## src/rtl/hps_frame_scheduler.sv

```systemverilog
// rtl/hps_frame_scheduler.sv - ping-pong bank scheduler between the FFT magnitude stream and the HPS sweep
// Write side steers first-half bins into a free bank; read side launches sweeps on completed banks, oldest first.
module hps_frame_scheduler #(
    parameter int K_WIDTH   = 11,
    parameter int CNT_WIDTH = 16
) (
    input  logic                 clock,
    input  logic                 reset_n,
    input  logic                 frame_tvalid,
    input  logic                 frame_tlast,
    input  logic [K_WIDTH-1:0]   frame_k,
    output logic                 wr_en,
    output logic                 wr_bank,
    output logic [K_WIDTH-2:0]   wr_addr,
    output logic                 sweep_start,
    output logic                 sweep_bank,
    input  logic                 sweep_done,
    output logic [1:0]           bank_full,
    output logic                 frame_dropped,
    output logic [CNT_WIDTH-1:0] drop_count
);

    typedef enum logic [1:0] {B_EMPTY, B_FILLING, B_FULL, B_READING} bank_state_t;
    typedef enum logic [1:0] {W_IDLE, W_FILL, W_DROP} wr_state_t;
    typedef enum logic {R_IDLE, R_BUSY} rd_state_t;

    bank_state_t bank_q [2];
    bank_state_t bank_d [2];
    wr_state_t   w_state, w_d;
    rd_state_t   r_state, r_d;
    logic        fill_bank, fill_d;
    logic        last_filled, last_d;
    logic        start_bank, any_empty, full_found, full_pick;
    logic        wr_en_d, wr_bank_d, sweep_start_d, sweep_bank_d, drop_d;
    logic [K_WIDTH-2:0]   wr_addr_d;
    logic [CNT_WIDTH-1:0] cnt_d;
    logic [1:0]           bank_full_d;

    // Frame-start decisions use the current bank states, so a bank freed by
    // sweep_done this cycle is still READING to the write side.
    always_comb begin
        any_empty = (bank_q[0] == B_EMPTY) || (bank_q[1] == B_EMPTY);
        if ((bank_q[0] == B_EMPTY) && (bank_q[1] == B_EMPTY))
            start_bank = ~last_filled;
        else
            start_bank = (bank_q[0] == B_EMPTY) ? 1'b0 : 1'b1;
    end

    always_comb begin
        bank_d[0]     = bank_q[0];
        bank_d[1]     = bank_q[1];
        w_d           = w_state;
        r_d           = r_state;
        fill_d        = fill_bank;
        last_d        = last_filled;
        wr_en_d       = 1'b0;
        wr_bank_d     = wr_bank;
        wr_addr_d     = wr_addr;
        drop_d        = 1'b0;
        cnt_d         = drop_count;
        sweep_start_d = 1'b0;
        sweep_bank_d  = sweep_bank;
        full_found    = 1'b0;
        full_pick     = 1'b0;

        if (frame_tvalid) begin
            if ((w_state == W_FILL) || (frame_k == '0)) begin
                if ((w_state != W_FILL) && any_empty) begin
                    bank_d[start_bank] = B_FILLING;
                    fill_d             = start_bank;
                    w_d                = W_FILL;
                end else if (w_state != W_FILL) begin
                    w_d    = W_DROP;
                    drop_d = 1'b1;
                    if (drop_count != '1)
                        cnt_d = drop_count + 1'b1;
                end
                if ((w_d == W_FILL) && !frame_k[K_WIDTH-1]) begin
                    wr_en_d   = 1'b1;
                    wr_bank_d = fill_d;
                    wr_addr_d = frame_k[K_WIDTH-2:0];
                end
            end
            if (frame_tlast && (w_d == W_FILL)) begin
                bank_d[fill_d] = B_FULL;
                last_d         = fill_d;
                w_d            = W_IDLE;
            end else if (frame_tlast && (w_d == W_DROP)) begin
                w_d = W_IDLE;
            end
        end

        if ((r_state == R_BUSY) && sweep_done) begin
            bank_d[sweep_bank] = B_EMPTY;
            r_d                = R_IDLE;
        end

        // Chain straight into the next sweep so a waiting bank starts the cycle after sweep_done.
        if (r_d == R_IDLE) begin
            if ((bank_d[0] == B_FULL) && (bank_d[1] == B_FULL)) begin
                full_found = 1'b1;
                full_pick  = ~last_d;
            end else if (bank_d[0] == B_FULL) begin
                full_found = 1'b1;
                full_pick  = 1'b0;
            end else if (bank_d[1] == B_FULL) begin
                full_found = 1'b1;
                full_pick  = 1'b1;
            end
            if (full_found) begin
                bank_d[full_pick] = B_READING;
                sweep_start_d     = 1'b1;
                sweep_bank_d      = full_pick;
                r_d               = R_BUSY;
            end
        end

        bank_full_d[0] = (bank_d[0] == B_FULL) || (bank_d[0] == B_READING);
        bank_full_d[1] = (bank_d[1] == B_FULL) || (bank_d[1] == B_READING);
    end

    always_ff @(posedge clock or negedge reset_n) begin
        if (!reset_n) begin
            bank_q[0]     <= B_EMPTY;
            bank_q[1]     <= B_EMPTY;
            w_state       <= W_IDLE;
            r_state       <= R_IDLE;
            fill_bank     <= 1'b0;
            last_filled   <= 1'b1;
            wr_en         <= 1'b0;
            wr_bank       <= 1'b0;
            wr_addr       <= '0;
            sweep_start   <= 1'b0;
            sweep_bank    <= 1'b0;
            bank_full     <= 2'b00;
            frame_dropped <= 1'b0;
            drop_count    <= '0;
        end else begin
            bank_q[0]     <= bank_d[0];
            bank_q[1]     <= bank_d[1];
            w_state       <= w_d;
            r_state       <= r_d;
            fill_bank     <= fill_d;
            last_filled   <= last_d;
            wr_en         <= wr_en_d;
            wr_bank       <= wr_bank_d;
            wr_addr       <= wr_addr_d;
            sweep_start   <= sweep_start_d;
            sweep_bank    <= sweep_bank_d;
            bank_full     <= bank_full_d;
            frame_dropped <= drop_d;
            drop_count    <= cnt_d;
        end
    end

endmodule

```

## config.mk

```make
export PLATFORM = sky130hd
export DESIGN_NAME = hps_frame_scheduler
export DESIGN_NICKNAME = d
export VERILOG_FILES = /design/src/rtl/hps_frame_scheduler.sv
export SDC_FILE = /design/constraint.sdc
export NUM_CORES = 1
export LEC_CHECK = 0
export CORE_ASPECT_RATIO = 1.2
export CORE_MARGIN = 8
export CORE_UTILIZATION = 49
export CTS_CLUSTER_DIAMETER = 80
export DETAILED_ROUTE_END_ITERATION = 12
export PLACE_DENSITY = 0.86
export SLEW_MARGIN = 30
export SYNTH_ARGS = -nofsm -noshare
export SYNTH_HDL_FRONTEND = slang
export SYNTH_SLANG_ARGS = --single-unit
```

## constraint.sdc

```tcl
create_clock -name clock -period 3 [get_ports clock]
set_clock_uncertainty 0.1 [all_clocks]
set_input_delay 0.3 -clock clock [delete_from_list [all_inputs] [get_ports clock]]
set_output_delay 0.3 -clock clock [all_outputs]
set_load 0.005 [all_outputs]
```

==> summary.md <==
| Metric | Value |
|---|---|
| Slew Limit Fails | `0` |
| DR vias | `1502` |
| Layout area overhead | `33.4%` |
| Flop-to-flop setup slack | `0.79 ns` |
| Die height | `86.8 um` |
| GRT overflow | `0` |
| Ant. Diodes | `0` |
| Die area | `6510 um^2` |
| Pre-Repair DR Iteration Count | `4` |
| Post-Layout Inst Area | `2730 um^2` |
| Buf/Inv on CP | `2` |
| Max Cap Viol | `0` |
| Tmin final | `2.35 ns` |
| Post-Syn Area | `2050 um^2` |
| Leak | `1.22 nW` |
| Status | `finished, final reports clean` |
| Most frequent cells in the layout | `clkdlybuf4s50_1 (47), dfrtp_1 (40), nor2_1 (17)` |
| Syn nets | `197` |
| Overall power | `0.00136 W` |
| First-pass GRT wire length | `7180 um` |
| WP data required | `3.08 ns` |
| Post-synth ARST share | `100%` |
| Row count | `25` |
| Clk_lat worst skew | `0.29 ns` |
| CTS max path bufs | `2` |
| Slowest cell on crit path | `clkdlybuf4s50_1` |
| Storage cell area | `1030 um^2` |
| Crit Path Category | `primary input to register` |
| CP cell instances | `clkdlybuf4s50_1 -> nor4_4 -> nand4_4 -> o21a_4 -> and2_0 -> a311o_1 -> clkinv_2 -> mux2_4` |
| Seq/Total Area, Yosys | `50.2%` |
| DRC violations left | `0` |
| RSZ-0062 raised after global routing | `false` |
| Sum Neg Setup Slack | `0 ns` |
| PortBufs | `48` |
| CP Capture Type | `register` |
| Post-CTS resize count | `0` |
| Hold Path Class | `primary input to async pin` |
| Tightest Pin Transition | `0.708 ns` |
| Post-synthesis cell type count | `51` |
| Top FF cell, synth | `dfrtp_1` |
| Htree depth | `2` |
| Max-Slew Margin vs Limit | `52.3%` |
| Core box area | `3970 um^2` |
| GR Util All Layers | `14.1%` |
| Die X-Extent | `75 um` |
| Layout cell share with drive strength beyond 1 | `19.1%` |
| Antenna-violating nets left | `0` |
| Nets | `252` |
| Power Dens Cells | `498 nW/um^2` |
| Largest net degree at the start of global routing | `42` |
| Clk sinks | `41` |
| Placed Instance Area | `2580 um^2` |
| Final Hold Fails | `0` |
| Largest vdd supply drop | `0.000345 V` |
| Fmax | `426 MHz` |
| Initial core utilization | `51.5%` |
| Placement Setup Slack | `0.320 ns` |
| Root buffer cell | `clkbuf_8` |
| Final setup violation count | `0` |
| Hpwl dp | `3260 um` |
| Clk slew on worst S/H paths | `0.08 ns` |
| Via density | `5.18` |
| Most common cell after layout, fill and taps aside | `clkdlybuf4s50_1` |
| Drt total wl | `4170 um` |
| Top delay family on crit path | `simple AND/OR/NAND/NOR gates` |
| Cts bufs inserted | `5` |
| Setup ws final | `0.651 ns` |
| Tcrit/Tclk final | `78.3%` |
| Yosys reg bits | `41` |
| Crit path DAT | `2.43 ns` |
| Footprint of the multi-input gates | `980 um^2` |
| Mapped Cells | `180` |
| Syn avg cell area | `11.4 um^2` |
| Initial antenna violation count | `0` |
| Crit path max fanout | `6` |
| WL/cell | `14.4 um` |
| GP Congestion | `0.901` |
| Max incr delay on CP | `0.47 ns` |
| Synthesis Warnings | `0` |
| Fill cells | `315` |
| Drt first-iter violations | `49` |
| Vias in the first global route | `1610` |
| Element type at the critical path start | `primary input` |
| Top-Level Pins | `49` |
| TritonCTS clock tree | `built` |
| EDFF count, synth | `0` |
| Hold WS | `0.397 ns` |
==> metal layers <==
layer / GRT usage, % / part of all wire, % / wire length [um]
met3: 5.66 / 7.1 / 296
met1: 16.1 / 42 / 1760
met5: 0 / 0 / 0
met2: 22.9 / 49 / 2050
met4: 4.64 / 1.4 / 59
==> cell usage after synthesis (2+ instances only) <==
library cell,number,share of area (%)
a21oi_1,7,1.7
and2b_2,2,0.86
and3_1,2,0.61
dfrtp_1,40,49
inv_1,6,1.1
mux2_2,12,6.6
nand2_1,15,2.8
nand2b_1,3,0.92
nand3_1,11,2.7
nand4_1,4,1.2
nor2_1,17,3.1
nor3_1,3,0.73
nor3_2,3,1.5
nor4_1,3,0.92
nor4_4,3,3.1
xnor2_1,10,4.3
xor2_1,5,2.1
==> where the power goes <==
| part | internal, W | switching (W) | total (W) |
|---|---|---|---|
| sequential | 0.000582 | 0.0000336 | 0.000616 |
| combinational | 0.000110 | 0.000120 | 0.000231 |
| clock | 0.000330 | 0.000184 | 0.000514 |
| total | 0.00102 | 0.000338 | 0.00136 |
==> path summary, 6_finish.rpt <==
check                                  to  depth (start not counted)           start
max in group asynchronous     last_filled                          2         reset_n
setup / recovery               sweep_bank                          8      frame_k[5]
hold reg to reg            drop_count[15]                          1  drop_count[15]
hold / removal              drop_count[7]                          2         reset_n
setup reg to reg               sweep_bank                          7      w_state[1]
min in group clock         drop_count[15]                          1  drop_count[15]
==> per-stage QoR <==
step,util [%],cells
6_report,68.8,290
4_1_cts,68.4,289
3_5_place_dp,65.1,281
5_1_grt,68.8,290
3_3_place_gp,65.1,281
2_1_floorplan,-,180
==> sequential cells by signal (all words and copies together) (netlist names), 2 cells and up <==
register	cells
bank_full	2
bank_q	3
drop_count	16
w_state	2
wr_addr	10
==> logic make-up after synthesis <==
logic type | Yosys count | synth area share (%)
AO/OA/AOI/OAI | 25 | 10.5
AND/OR/NAND/NOR | 76 | 23.0
XOR/XNOR | 15 | 6.42
flip-flops | 41 | 50.2
adder cells (fa/ha/maj) | 1 | 0.611
multiplexers | 13 | 7.33
buffers and inverters | 9 | 1.96
==> layout make-up <==
| type | count | area share [%] |
|---|---|---|
| Sequential cell | 41 | 37.6 |
| Multi-Input combinational cell | 130 | 35.9 |
| Timing Repair Buffer | 50 | 18.1 |
| Clock buffer | 5 | 2.52 |
| Tap cell | 54 | 2.47 |
| Clock inverter | 3 | 2.38 |
| Inverter | 7 | 1.01 |
==> repair_timing <==
action | CTS | global route
hold buffers | 0 | 1
buffers inserted | 0 | 0
hold endpoints to repair | 0 | 40
No activity file was read; power rests on OpenSTA's default activity.
